<file path="src/rtl/ccsds123_axis_out.sv">
// -----------------------------------------------------------------------------
// ccsds123_axis_out
//
// Output stage of the CCSDS-123 compressor. Packed words from the encoder
// arrive with no backpressure and are buffered in a first-word-fall-through
// FIFO, then presented on an AXI-Stream master port. When the FIFO is full and
// the sink does not drain a word in the same cycle, the incoming word is
// dropped and the sticky overflow flag is raised until the next reset.
//
// Parameters:
//   BUS_WIDTH  width of each packed word (default 32)
//   DEPTH      number of FIFO entries, a power of two and at least 2 (default 16)
//
// Ports:
//   clk            single clock, all state changes on the rising edge
//   aresetn        asynchronous active-low reset
//   in_data        packed word from the encoder
//   in_valid       in_data valid this cycle
//   in_last        final word of the compressed image, qualified by in_valid
//   m_axis_tdata   AXI-Stream data (entry at the read pointer)
//   m_axis_tvalid  AXI-Stream valid, high whenever the FIFO is not empty
//   m_axis_tready  AXI-Stream ready from the sink
//   m_axis_tlast   AXI-Stream last, the in_last flag stored with the word
//   word_count     words popped since reset or since the last tlast word
//                  (present only with CCSDS123_AXIS_OUT_WORD_COUNT_EN)
//   overflow       sticky: at least one input word was dropped
//
// Build option:
//   CCSDS123_AXIS_OUT_WORD_COUNT_EN  adds the 32-bit word_count output
// -----------------------------------------------------------------------------
module ccsds123_axis_out #(
    parameter int BUS_WIDTH = 32,
    parameter int DEPTH     = 16
) (
    input  logic                 clk,
    input  logic                 aresetn,
    input  logic [BUS_WIDTH-1:0] in_data,
    input  logic                 in_valid,
    input  logic                 in_last,
    output logic [BUS_WIDTH-1:0] m_axis_tdata,
    output logic                 m_axis_tvalid,
    input  logic                 m_axis_tready,
    output logic                 m_axis_tlast,
`ifdef CCSDS123_AXIS_OUT_WORD_COUNT_EN
    output logic [31:0]          word_count,
`endif
    output logic                 overflow
);

    localparam int AW = $clog2(DEPTH);
    localparam int CW = AW + 1;

    localparam logic [AW-1:0] PTR_ONE    = AW'(1);
    localparam logic [CW-1:0] COUNT_ONE  = CW'(1);
    localparam logic [CW-1:0] COUNT_FULL = CW'(DEPTH);

    // Each entry carries the last flag in its top bit above the data word.
    logic [BUS_WIDTH:0] mem [DEPTH];

    logic [AW-1:0] wr_ptr;
    logic [AW-1:0] rd_ptr;
    logic [CW-1:0] count;
    logic [BUS_WIDTH:0] head;
    logic push;
    logic pop;

    // A pop frees a slot in the same cycle, so a full FIFO still accepts a
    // word when the sink is draining; this keeps count steady at DEPTH.
    always_comb begin
        pop  = m_axis_tvalid && m_axis_tready;
        push = in_valid && ((count != COUNT_FULL) || pop);
    end

    // Outputs come straight from the head entry so a word written on one edge
    // is visible in the following cycle. The last flag is masked by valid so
    // it reads 0 while the FIFO is empty or held in reset, because stale
    // memory is never cleared.
    always_comb begin
        head          = mem[rd_ptr];
        m_axis_tvalid = (count != '0);
        m_axis_tdata  = head[BUS_WIDTH-1:0];
        m_axis_tlast  = m_axis_tvalid && head[BUS_WIDTH];
    end

    // Storage array has no reset: after reset the pointers and count make any
    // leftover contents unreachable.
    always_ff @(posedge clk) begin
        if (push) begin
            mem[wr_ptr] <= {in_last, in_data};
        end
    end

    // Pointer, occupancy and overflow bookkeeping. Pointers are exactly AW
    // bits wide, so they wrap modulo DEPTH on their own. A word is dropped
    // only when valid input finds the FIFO full with no pop, which is exactly
    // the case where push stays low; overflow then latches for good.
    always_ff @(posedge clk or negedge aresetn) begin
        if (!aresetn) begin
            wr_ptr   <= '0;
            rd_ptr   <= '0;
            count    <= '0;
            overflow <= 1'b0;
        end else begin
            if (push) begin
                wr_ptr <= wr_ptr + PTR_ONE;
            end
            if (pop) begin
                rd_ptr <= rd_ptr + PTR_ONE;
            end
            if (push && !pop) begin
                count <= count + COUNT_ONE;
            end else if (pop && !push) begin
                count <= count - COUNT_ONE;
            end
            if (in_valid && !push) begin
                overflow <= 1'b1;
            end
        end
    end

`ifdef CCSDS123_AXIS_OUT_WORD_COUNT_EN
    // Counts words handed to the sink within the current image. The pop that
    // carries tlast closes the image, so the counter restarts from zero for
    // the next one instead of including that word.
    always_ff @(posedge clk or negedge aresetn) begin
        if (!aresetn) begin
            word_count <= '0;
        end else if (pop) begin
            if (m_axis_tlast) begin
                word_count <= '0;
            end else begin
                word_count <= word_count + 32'd1;
            end
        end
    end
`endif

endmodule

</file>
<file path="config.mk">
export PLATFORM = sky130hd
export DESIGN_NAME = ccsds123_axis_out
export DESIGN_NICKNAME = d
export VERILOG_FILES = /design/src/rtl/ccsds123_axis_out.sv
export SDC_FILE = /design/constraint.sdc
export NUM_CORES = 1
export LEC_CHECK = 0
export CAP_MARGIN = 10
export CORE_UTILIZATION = 55
export DETAILED_ROUTE_END_ITERATION = 10
export PLACE_DENSITY = 0.73
export SLEW_MARGIN = 20
export SYNTH_ARGS = -nofsm -noshare
export SYNTH_HDL_FRONTEND = slang
export SYNTH_SLANG_ARGS = --single-unit
export TNS_END_PERCENT = 100
</file>
<file path="constraint.sdc">
create_clock -name clk -period 5.5 [get_ports clk]
set_input_delay 0.55 -clock clk [delete_from_list [all_inputs] [get_ports clk]]
set_output_delay 0.55 -clock clk [all_outputs]
set_load 0.01 [all_outputs]
</file>
# [Word level (Yosys, flattened, before mapping)]
# Memories as Yosys holds them, arrays and structs flattened.
# Index checks and enable logic that the tools add are counted.
# Widths: inputs -> output; s select.
[word_totals] mem_bits_rw=528 reg_bits=14 word_cells=25 in_bits=37 memories=1
[op_classes] mux=4 add_sub_neg=4 n_reduce_logical=11 eq_ne=1
[mem_list] memory="mem" depth=16 word_bits=33 read_ports=1 rd_clocked_by_memory_dff=0 wr=1 line="58" rtl="logic [BUS_WIDTH:0] mem [DEPTH];"
[ops] cell="$mux 5" count=2
[ops] cell="$add 4x1->4 const B" count=2
[ops] cell="$logic_and 1x1->1" count=6
[ops] cell="$add 5x1->5 const B" count=1
[ops] cell="$ne 5x5->1 const B" count=1
[ops] cell="$reduce_bool 5->1" count=1
[ops] cell="$sub 5x1->5 const B" count=1
[ops] cell="$logic_not 1->1" count=2
[ops] cell="$mux 1" count=2
[ops] cell="$reduce_bool 2->1" count=1
[ops] cell="$logic_or 1x1->1" count=1

# [Longest topological paths before layout]
# Gate-level depths: netlist of the first run.
[logic_depth] ltp_word=8 depth_mapped=9 mapped_depth_nobuf=9

# [Least setup slack after synthesis of the first run]
# No wires, ideal clock.
[synth_path] kind="input port to flip-flop" start="in m_axis_tready" end="mem mem[3][0] in the netlist's numbering, enable pin" t_arrival_ns=3.428 path_buffers=0 setup_slack_ns=1.608 path_stages=4 path_cell_list="inv_1 a31oi_2 nand2_1 nor3_1"
[synth_via] elab_chain_len=5
[synth_rtl] item="start, declared" line="42" rtl="input logic m_axis_tready,"
[synth_rtl] item="$logic_and 1x1->1" line="70" rtl="pop = m_axis_tvalid && m_axis_tready;"
[synth_rtl] item="$logic_or 1x1->1" line="71" rtl="push = in_valid && ((count != COUNT_FULL) || pop);"
[synth_rtl] item="$logic_and 1x1->1" line="71"
[synth_rtl] item="net push" line="64" rtl="logic push;"
[synth_rtl] item="$mux 1" line="88" rtl="if (push) begin"
[synth_rtl] item="$mux 1 (not written as such)" line="89" rtl="mem[wr_ptr] <= {in_last, in_data};"
[synth_rtl] item="end, declared" line="58"
# The timed path passes the listed nets, and every way through them passes these cells.

# [Worst setup path after layout of the first run]
[layout_path] start="reg rd_ptr[0]" end="out m_axis_tdata[11]"
[layout_via] elab_chain_len=1
[layout_rtl] item="start, declared" line="61" rtl="logic [AW-1:0] rd_ptr;"
[layout_rtl] item="start signal, assigned" line="108" rtl="rd_ptr <= rd_ptr + PTR_ONE;"
[layout_rtl] item="$mem_v2 16x33"
[layout_rtl] item="end, declared" line="40" rtl="output logic [BUS_WIDTH-1:0] m_axis_tdata,"
# No other way between the ends.

==> impl_metrics.tcl, run 1 <==
set metrics [dict create \
    placed_cells 1427 \
    power_frac_comb_pct 28.8 \
    drive_gt1_share_pct 24.4 \
    endpoint_kind "primary output" \
    drt_first_pass_iters 4 \
    cts_max_level 2 \
    grt_pass1_wl_um 61100 \
    reg2reg_from "count[0]" \
    power.share.clock_pct 28.4 \
    cts_root_buf "clkbuf_16" \
    yosysWarnings 0 \
    drtIter0Drc 717 \
    avgSynthCellArea_um2 22.6 \
    path_max_fanout 51 \
    ctsLongestPathBuffers 3 \
    hold_viol 0 \
    track_usage_pct 22.1 \
    timing.fmax_ghz 0.234 \
    cts_buffers 53 \
    gp_congestion 0.715 \
    crit_arrival_ns 3.73 \
    die_y_um 196 \
    synth_fp_nets 960 \
    die_w_um 196 \
    placed_cell_area_um2 22100 \
    holdCritPathClass "in2async" \
    synth.distinct_cells 34 \
    overflow 0 \
    cts_hold_buf 0 \
    worst_pin_slew_ns 1.12 \
    holdWs_ns 0.386 \
    async_flop_share_pct 2.58 \
    critical_path.startpoint "rd_ptr[0]" \
    synth.most_common_cell "edfxtp_1" \
    synth.top_cell.area_share_pct 76.9 \
    cts_tree "yes" \
    yosysTopAreaCell "edfxtp_1" \
    drv_slew 0 \
    fin_crit_ns 4.28 \
    place_ws_ns 1.85 \
    period_share_pct 77.7 \
    r2r_cells 5 \
    finalInstanceArea_um2 23800 \
    io_buffer_count 71 \
    nNetsFinal 1061 \
    area_growth_syn_to_layout_pct 15.2 \
    grt_pass1_vias 9936 \
    wl_per_cell_um 26.5 \
    netlist_area_um2 20600 \
    yosysSeqAreaShare_pct 78.6 \
    clkSlewWorstSetupHoldPaths_ns 0.06 \
    post_cts.repair.setup_buffers 0 \
    vdd_ir_drop_max_mv 0.299 \
    synth_area_leaders "edfxtp_1 (77%), mux4_2 (14%), a22oi_1 (2.3%)" \
    routed_wl_um 40400 \
    grt_max_degree 97 \
    reg2reg_to "mem[15][2]" \
    cts.sinks 542 \
    setup_viol 0 \
    seqPwrFrac_pct 42.8 \
    row_count 70 \
    setup-tns-final_ns 0 \
    final_cells 1527 \
    power.leakage_nw 7.58 \
    cts_resized 0 \
    vias_per_cell 6.20 \
    initial_core_util_pct 56.1 \
    maxCapViolations 0 \
    internal_power_mw 8.84 \
    cp-start-kind "register" \
    p_per_area_nw_per_um2 523 \
    synthFlopType "edfxtp_1" \
    ios 72 \
    synthTopCellsByCount "edfxtp_1 (528), mux4_2 (130), a22oi_1 (64)" \
    p_switching_mw 3.60 \
    ant_nets 0 \
    hpwl_um 21600 \
    timing.final.ws_setup_ns 1.22 \
    r2r_slack_ns 2.59 \
    insertion_delay_ns 0.60 \
    skew_ns 0.0248 \
    vias 9465 \
    synthCells 913 \
    antenna_found_initial 1 \
    cp.required_ns 4.95 \
    dieArea_um2 38300 \
    p_sw_share_pct 29.0 \
    path_class "reg2out" \
    synth-edff-count 528 \
    slew_headroom_pct 25.5 \
    rsz0062_at_grt "false" \
    core_um2 36800 \
    status "completed" \
    drc 0 \
    synth_seq_cells 542 \
]
how the worst max path moves through the flow:
stage	to	slack [ns]	cells after the start
floorplan	mem[3][0]	1.61	4
global placement	m_axis_tdata[11]	1.85	5
detailed placement	m_axis_tdata[11]	1.85	5
CTS	m_axis_tdata[11]	1.12	5
global route	m_axis_tdata[11]	0.97	5
finish	m_axis_tdata[11]	1.22	5
power groups by stage:
stage / Clock [mW] / Combinational, mW / Sequential [mW]
floorplan: 0 / 2.45 / 5.17
global placement: 0 / 3.55 / 5.39
detailed placement: 0 / 3.62 / 5.41
CTS: 3.58 / 3.65 / 5.34
global route: 3.75 / 3.85 / 5.38
finish: 3.54 / 3.58 / 5.32
per-stage QoR:
stage / utilization (%) / total power [mW]
after global placement: 59.8 / 8.95
after global routing: 64.6 / 13.0
after floorplan: - / 7.62
after detailed placement: 60.0 / 9.04
final: 64.6 / 12.4
after CTS: 64.6 / 12.6
cell usage in the layout (no fill, tap or decap), types with 2 or more instances in the layout:
| cell | n |
|---|---|
| nand4_1 | 2 |
| a22oi_1 | 64 |
| xor2_1 | 2 |
| nand2_1 | 44 |
| edfxtp_1 | 528 |
| bufinv_16 | 5 |
| clkdlybuf4s50_1 | 71 |
| nor2_1 | 2 |
| dfrtp_4 | 2 |
| clkinv_1 | 13 |
| a21o_1 | 3 |
| buf_4 | 21 |
| mux2i_1 | 4 |
| nand2b_1 | 2 |
| o21ai_0 | 4 |
| mux2_2 | 3 |
| nand3_1 | 3 |
| dfrtp_1 | 12 |
| nor2b_4 | 2 |
| clkbuf_16 | 54 |
| a21oi_1 | 3 |
| clkbuf_1 | 10 |
| clkinv_2 | 13 |
| nor3_2 | 4 |
| xnor2_1 | 7 |
| nor2_4 | 13 |
| inv_1 | 6 |
| nor2b_1 | 2 |
| ha_1 | 9 |
| mux4_2 | 130 |
| buf_12 | 3 |
| nor3_1 | 3 |
logic make-up after synthesis:
| family | synth area share, % |
|---|---|
| simple gates | 1.65 |
| fa+ha+maj | 0.643 |
| mux | 14.6 |
| flops | 78.6 |
| buf+inv | 1.35 |
| compound gates | 2.87 |
| xor+xnor | 0.382 |
worst max-delay path, stage by stage, from the launching register on:
cell,delay [ns]
dfrtp_4,1.03
buf_4,0.55
mux4_2,0.61
a22oi_1,0.25
nand2_1,0.10
clkdlybuf4s50_1,0.50
registers in the layout, summed over array words and instances, names as in the netlist:
register / flops
mem: 528
count: 5
rd_ptr: 4
wr_ptr: 4
overflow: 1
layer usage:
layer	track usage, %	vias to the layer above	wire [µm]
met5	0	-	0
met4	6.89	0	899
met3	3.68	53	2290
met2	37.1	285	20800
met1	30.0	5057	16400
li1	-	4070	-
layout make-up:
class	count	area, µm²
flip-flops and latches	542	16200
fillers	2374	13000
multi-input cells	315	4280
clock buffers	64	1390
repair buffers	96	956
well taps	468	586
clock inverters	35	318
inverters	6	22.5
diodes	1	2.50
Power figures use the tool's default switching activity.
==> run 2: changes to the inputs <==
PLACE_DENSITY = 0.76   (was 0.73)
clock period = 3.9 ns   (was 5.5 ns; I/O delays follow)
==> impl_metrics.tcl, run 2 (synthesis gave the netlist of run 1 again) <==
set metrics [dict create \
    cp-start-kind "register" \
    p_sw_share_pct 28.8 \
    power.total_mw 17.8 \
    wl_per_cell_um 27.8 \
    core_um2 36800 \
    power.share.clock_pct 28.3 \
    vias 9676 \
    cts.sinks 542 \
    cp.required_ns 3.51 \
    nNetsFinal 1068 \
    cts_hold_buf 0 \
    antenna_found_initial 1 \
    fin_util_pct 65.1 \
    slew_headroom_pct 40.0 \
    status "completed" \
    post_cts.repair.setup_buffers 0 \
    gp_congestion 0.745 \
    placed_cell_area_um2 22200 \
    io_buffer_count 71 \
    grt_pass1_vias 10340 \
    endpoint_kind "primary output" \
    final_cell_mix "edfxtp_1 (528), mux4_2 (130), clkdlybuf4s50_1 (71)" \
    worst_pin_slew_ns 0.900 \
    vias_per_cell 6.33 \
    fin_crit_ns 3.69 \
    drt_first_pass_iters 5 \
    power_frac_comb_pct 29.7 \
    slowest_stage "dfrtp_4" \
    setup-tns-final_ns 0 \
    fillCellCount 2370 \
    die_y_um 196 \
    cts_buffers 52 \
    cts_root_buf "clkbuf_16" \
    drv_slew 0 \
    routed_wl_um 42400 \
    path_max_fanout 57 \
    ctsLongestPathBuffers 3 \
    dr_wl_met2_um 21300 \
    hpwl_um 22100 \
    crit_chain "buf_4 > mux4_2 > a22oi_1 > nand2_1 > clkdlybuf4s50_1" \
    period_share_pct 94.5 \
    die_w_um 196 \
    crit_arrival_ns 3.30 \
    row_count 70 \
    wl_met1_um 16600 \
    multiInputGateArea_um2 4280 \
    overflow 0 \
    path_class "reg2out" \
    insertion_delay_ns 0.57 \
    finalInstanceArea_um2 23900 \
    internal_power_mw 12.7 \
    skew_ns 0.0173 \
    holdCritPathClass "in2async" \
    cts_tree "yes" \
    largest_reg_flops 528 \
    cts_max_level 2 \
    reg2reg_to "count[4]" \
    r2r_slack_ns 0.90 \
    reg2reg_from "count[0]" \
    antenna_cells 0 \
    maxCapViolations 0 \
    seq_area_um2 16200 \
    timing.fmax_ghz 0.271 \
    highest_layer "met4" \
    ant_nets 0 \
    final_cells 1529 \
    cts_resized 0 \
    grt_max_degree 58 \
    top_regs "mem x528, count x5" \
    drc 0 \
    layout_commonest_cell "edfxtp_1" \
    vdd_ir_drop_max_mv 0.359 \
    p_switching_mw 5.14 \
    setup_viol 0 \
    area_growth_syn_to_layout_pct 16.1 \
    regMostFlops "mem" \
    track_usage_pct 23.0 \
    initial_core_util_pct 56.1 \
    drtIter0Drc 939 \
    clkSlewWorstSetupHoldPaths_ns 0.06 \
    wl_met3_um 3300 \
    r2r_cells 8 \
    p_per_area_nw_per_um2 744 \
    rsz0062_at_grt "false" \
    ios 72 \
    placed_cells 1435 \
    drive_gt1_share_pct 24.5 \
    grt_pass1_wl_um 63700 \
    power.leakage_nw 7.65 \
    seqPwrFrac_pct 42.0 \
    critical_path.max_stage_delay_ns 0.99 \
    hold_viol 0 \
    dieArea_um2 38300 \
]
run 2: cell count changes in the layout (fill, tap and decap cells not counted), moves of 2 or more:
cell	change
buf_12	+11
clkinv_2	-6
bufinv_16	+3
buf_4	-2
clkinv_1	+2
run 2: stage by stage:
stage	worst slack, ns	hold WS, ns
floorplan	0.0807	0.0944
global placement	0.835	0.451
detailed placement	0.803	0.499
CTS	0.187	0.227
global route	0.0740	0.282
finish	0.214	0.205
run 2: layout make-up:
class	instances	share of cell area (%)
Sequential cell	542	67.7
Multi-Input combinational cell	315	17.9
Clock buffer	62	5.68
Timing Repair Buffer	104	4.73
Tap cell	468	2.45
Clock inverter	32	1.46
Inverter	6	0.0941
run 2: worst max path at each step:
stage	from	endpoint	slack, ns	cells after the start
after floorplan	count[0]	mem[3][0]	0.08	4
final	rd_ptr[1]	m_axis_tdata[16]	0.21	5
after CTS	rd_ptr[1]	m_axis_tdata[16]	0.19	5
after global placement	rd_ptr[1]	m_axis_tdata[28]	0.83	5
after detailed placement	m_axis_tready	count[4]	0.80	9
after global routing	rd_ptr[1]	m_axis_tdata[16]	0.07	5
run 2: worst max-delay path: cells and delay by family, from the launching register on:
kind	cells	cell delay, ns
buffers and inverters	2	0.93
AOI/OAI and AO/OA	1	0.27
muxes	1	0.36
and+or+nand+nor	1	0.11
DFF	1	0.99
run 2: power groups by stage:
stage | clock, mW | combinational, mW | sequential (mW)
after floorplan | 0 | 3.46 | 7.29
after global placement | 0 | 5.25 | 7.56
after detailed placement | 0 | 5.32 | 7.60
after CTS | 5.11 | 5.37 | 7.49
after global routing | 5.33 | 5.67 | 7.55
final | 5.04 | 5.29 | 7.49
run 2: per-layer routing:
metal  vias to the layer above  GRT usage, %
li1                       4083             -
met1                      5050          31.6
met2                       453          38.3
met3                        90          3.75
met4                         0          7.44
met5                         -             0
==> run 3: changes to the inputs <==
CAP_MARGIN = 30   (was 10)
CTS_BUF_LIST = sky130_fd_sc_hd__clkbuf_8 sky130_fd_sc_hd__clkbuf_16   (was not set)
CTS_CLUSTER_SIZE = 10   (was not set)
==> impl_metrics.tcl, run 3 (synthesis gave the netlist of run 1 again) <==
set metrics [dict create \
    antenna_found_initial 2 \
    fin_crit_ns 3.71 \
    critPathTopFamily "flip-flops" \
    cts_max_level 2 \
    crit_arrival_ns 3.32 \
    die_y_um 196 \
    timing.final.ws_setup_ns 0.194 \
    initial_core_util_pct 56.1 \
    placed_cells 1435 \
    place_ws_ns 0.803 \
    path_max_fanout 57 \
    layout_commonest_cell "edfxtp_1" \
    nNetsFinal 1076 \
    hpwl_um 22100 \
    overflow 0 \
    regMostFlops "mem" \
    cts_root_buf "clkbuf_16" \
    largest_reg_flops 528 \
    setup-tns-final_ns 0 \
    endpoint_kind "primary output" \
    gp_congestion 0.745 \
    slew_headroom_pct 39.9 \
    track_usage_pct 23.4 \
    holdCritPathClass "in2async" \
    core_um2 36800 \
    period_share_pct 95.0 \
    grt_pass1_vias 10290 \
    crit_buf_inv 2 \
    area_growth_syn_to_layout_pct 15.4 \
    path_class "reg2out" \
    cp-start-kind "register" \
    grt_max_degree 58 \
    final_cells 1503 \
    wl_per_cell_um 28.6 \
    cts_tree "yes" \
    cp.required_ns 3.51 \
    cts_resized 0 \
    rsz0062_at_grt "false" \
    ctsLongestPathBuffers 3 \
    row_count 70 \
    clkSlewWorstSetupHoldPaths_ns 0.06 \
    io_buffer_count 71 \
    p_per_area_nw_per_um2 737 \
    holdWs_ns 0.192 \
    routed_wl_um 42900 \
    final_cell_mix "edfxtp_1 (528), mux4_2 (130), clkdlybuf4s50_1 (71)" \
    drc 0 \
    cts.sinks 542 \
    skew_ns 0.0193 \
    ant_nets 0 \
    dieArea_um2 38300 \
    cts_hold_buf 0 \
    vdd_ir_drop_max_mv 0.425 \
    insertion_delay_ns 0.59 \
    vias_per_cell 6.44 \
    top_regs "mem x528, count x5" \
    critical_path.max_stage_delay_ns 1.00 \
    cts_buffers 60 \
    setup_viol 0 \
    drv_slew 0 \
    drive_gt1_share_pct 24.5 \
    post_cts.repair.setup_buffers 0 \
    timing.fmax_ghz 0.270 \
    status "completed" \
    power.leakage_nw 7.59 \
    hold_viol 0 \
    slowest_stage "dfrtp_4" \
    grt_pass1_wl_um 64800 \
    vias 9680 \
    worst_pin_slew_ns 0.901 \
    maxCapViolations 0 \
    crit_chain "buf_4 > mux4_2 > a22oi_1 > nand2_1 > clkdlybuf4s50_1" \
    drtIter0Drc 1115 \
    ios 72 \
    die_w_um 196 \
    drt_first_pass_iters 5 \
]
==> run 3: layout make-up <==
type / count / area [µm²]
Antenna cell: 1 / 2.50
Clock buffer: 60 / 1500
Clock inverter: 7 / 70.1
Fill cell: 2345 / 13000
Inverter: 6 / 22.5
Multi-Input combinational cell: 315 / 4280
Sequential cell: 542 / 16200
Tap cell: 468 / 586
Timing Repair Buffer: 104 / 1130
==> run 3: power breakdown <==
group / switching (mW) / internal [mW] / total [mW]
combinational: 2.65 / 2.64 / 5.29
clock: 2.01 / 2.75 / 4.77
sequential: 0.453 / 7.04 / 7.50
==> run 3: metrics by stage <==
step	util [%]	total power, mW	area, µm²
2_1_floorplan	-	10.7	20600
3_3_place_gp	60.4	12.8	22200
3_5_place_dp	60.4	12.9	22200
4_1_cts	64.7	17.7	23800
5_1_grt	64.7	18.3	23800
6_report	64.7	17.6	23800
==> run 3: final timing paths <==
| check | start | endpoint | slack [ns] | depth (start not counted) |
|---|---|---|---|---|
| worst max-delay path | rd_ptr[1] | m_axis_tdata[16] | 0.19 | 5 |
| worst min-delay path | aresetn | count[1] | 0.19 | 1 |
| worst max register to register | count[0] | count[4] | 0.89 | 8 |
| worst min register to register | overflow | overflow | 0.50 | 1 |
| max in group asynchronous | aresetn | rd_ptr[0] | 3.24 | 1 |
| min in group clk | m_axis_tready | rd_ptr[2] | 0.42 | 3 |
==> run 3: metal layers <==
metal | GRT usage, % | up-vias | wire, µm
met5 | 0 | - | 13
met4 | 7.73 | 2 | 1090
met3 | 4.26 | 83 | 3260
met2 | 38.5 | 453 | 21700
met1 | 32.3 | 5087 | 16900
li1 | - | 4055 | -
==> edit: new RTL, flow settings as in run 3 <==
Change the parameter `BUS_WIDTH` from 32 to 64. Comments in the files are not updated.
--- a/src/rtl/ccsds123_axis_out.sv
+++ b/src/rtl/ccsds123_axis_out.sv
@@ -29,7 +29,7 @@
 //   CCSDS123_AXIS_OUT_WORD_COUNT_EN  adds the 32-bit word_count output
 // -----------------------------------------------------------------------------
 module ccsds123_axis_out #(
-    parameter int BUS_WIDTH = 32,
+    parameter int BUS_WIDTH = 64,
     parameter int DEPTH     = 16
 ) (
     input  logic                 clk,
Interface: changed (resized in_data and m_axis_tdata); port bits go from 72 to 136. No check against the original RTL was run, so the function may have changed too.
==> edit against run 3 <==
Cell count grew 93%; non-clock buffer count is 104 higher; total power is 94% higher; sequential share of layout area rose by 0.40 points; synthesized area grew 92%; setup slack improved by 0.0093 ns; sequential cell count is 512 higher; design area grew 94%; wire length increased by 100%; critical path type unchanged; largest cell class unchanged.
==> edit: results (changes against run 3) <==
stage;metric;value;unit;change
status;status;finished clean;;unchanged
place;I/O Buffers;135;;was 71
clock_network;clock buffer count from CTS;116;;was 60
yosys;adder-cell area share of the yosys netlist;0.334;%;was 0.643%
clock_network;clk_lat worst skew;0.68;ns;was 0.59 ns
power_and_ir_drop;Clk. pwr;0.00929;W;was 0.00477 W
yosys;Compound-Gate Fraction of Synth Area;2.70;%;was 2.87%
grt;number of global-route vias before repair;19800;;was 10300
cells_and_area;biggest regs;mem (1040), count (5);;was mem (528), count (5)
yosys;register area share after synthesis;79.6;%;was 78.6%
sta;fin crit share;94.8;%;was 95.0%
grt;met2 Resource Use GR;40.6;%;was 38.5%
yosys;syn_nets;1768;;was 960
routing;via count;18600;;was 9680
place;DP HPWL;43900;µm;was 22100 µm
routing;Routed met1 length;33400;µm;was 16900 µm
place;Post-Place Setup Slack;0.731;ns;was 0.803 ns
place;gpl congestion;0.746;;was 0.745
setup_path;Setup crit end;m_axis_tdata[20];;was m_axis_tdata[16]
grt;largest net degree at the start of global routing;65;;was 58
routing;1st-iter DRT viols;2065;;was 1115
setup_path;CP max stage delay;0.81;ns;was 1.00 ns
routing;met3 wire length;6870;µm;was 3260 µm
cells_and_area;nets@finish;2004;;was 1076
routing;DR WL/cell;29.9;µm;was 28.6 µm
clock_network;H-Tree Depth;3;;was 2
yosys;XOR/XNOR Fraction of Synth Area;0.199;%;was 0.382%
sta;Clock Skews;0.0451;ns;was 0.0193 ns
grt;first-pass GRT wire length;129000;µm;was 64800 µm
sta;Worst Max-Slew Pin Slew;0.701;ns;was 0.901 ns
yosys;number of flops mapped to enable cells by yosys;1040;;was 528
grt;Total GRT Usage;24.2;%;was 23.4%
yosys;Synth cell types;35;;was 34
power_and_ir_drop;Flop pwr share;41.6;%;was 42.7%
yosys;post-synthesis mux area share;14.8;%;was 14.6%
routing;met2 WL;44800;µm;was 21700 µm
yosys;Post-synth ARST share;1.33;%;was 2.58%
power_and_ir_drop;Leakage;14.7;nW;was 7.59 nW
setup_path;WP data arrival;3.31;ns;was 3.32 ns
setup_path;FF-to-FF setup slack;0.93;ns;was 0.89 ns
yosys;Synth area leaders;edfxtp_1 (79%), mux4_2 (15%), a22oi_1 (2.4%);;was edfxtp_1 (77%), mux4_2 (14%), a22oi_1 (2.3%)
grt;met1 usage;32.8;%;was 32.3%
cells_and_area;layout cell share with drive strength beyond 1;24.7;%;was 24.5%
yosys;commonest cells in the synthesized netlist;edfxtp_1 (1040), mux4_2 (258), a22oi_1 (128);;was edfxtp_1 (528), mux4_2 (130), a22oi_1 (64)
[edit: cell types whose count changed after synthesis, sizes merged]
cell | before | now
edfxtp | 528 | 1040
mux4 | 130 | 258
a22oi | 64 | 128
buf | 23 | 59
nand2 | 44 | 76
clkbuf | 27 | 31
[edit: area by class of cell]
class	instances	share of cell area [%]
timing repair buffer	208	5.17
sequential	1054	68.5
multi-input combinational	539	16.9
clock buffer	118	6.40
clock inverter	27	0.399
inverter	6	0.0488
antenna	3	0.0163
tap	950	2.58
[edit: through the flow]
stage	cell area [µm²]	std cells	power (W)	TNS, ns	hold WS, ns
finish	46100	2905	0.0340	0	0.139
global route	46100	2903	0.0353	0	0.189
CTS	46100	2901	0.0343	0	0.132
detailed placement	42900	2756	0.0250	0	0.471
global placement	42900	2756	0.0247	0	0.460
floorplan	39700	1689	0.0205	-342.30	0.0944
[edit: what timing repair did]
item,CTS,global route
setup buffers,0,1
resized for setup,0,0
setup endpoints to repair,0,7
hold endpoints to repair,0,0
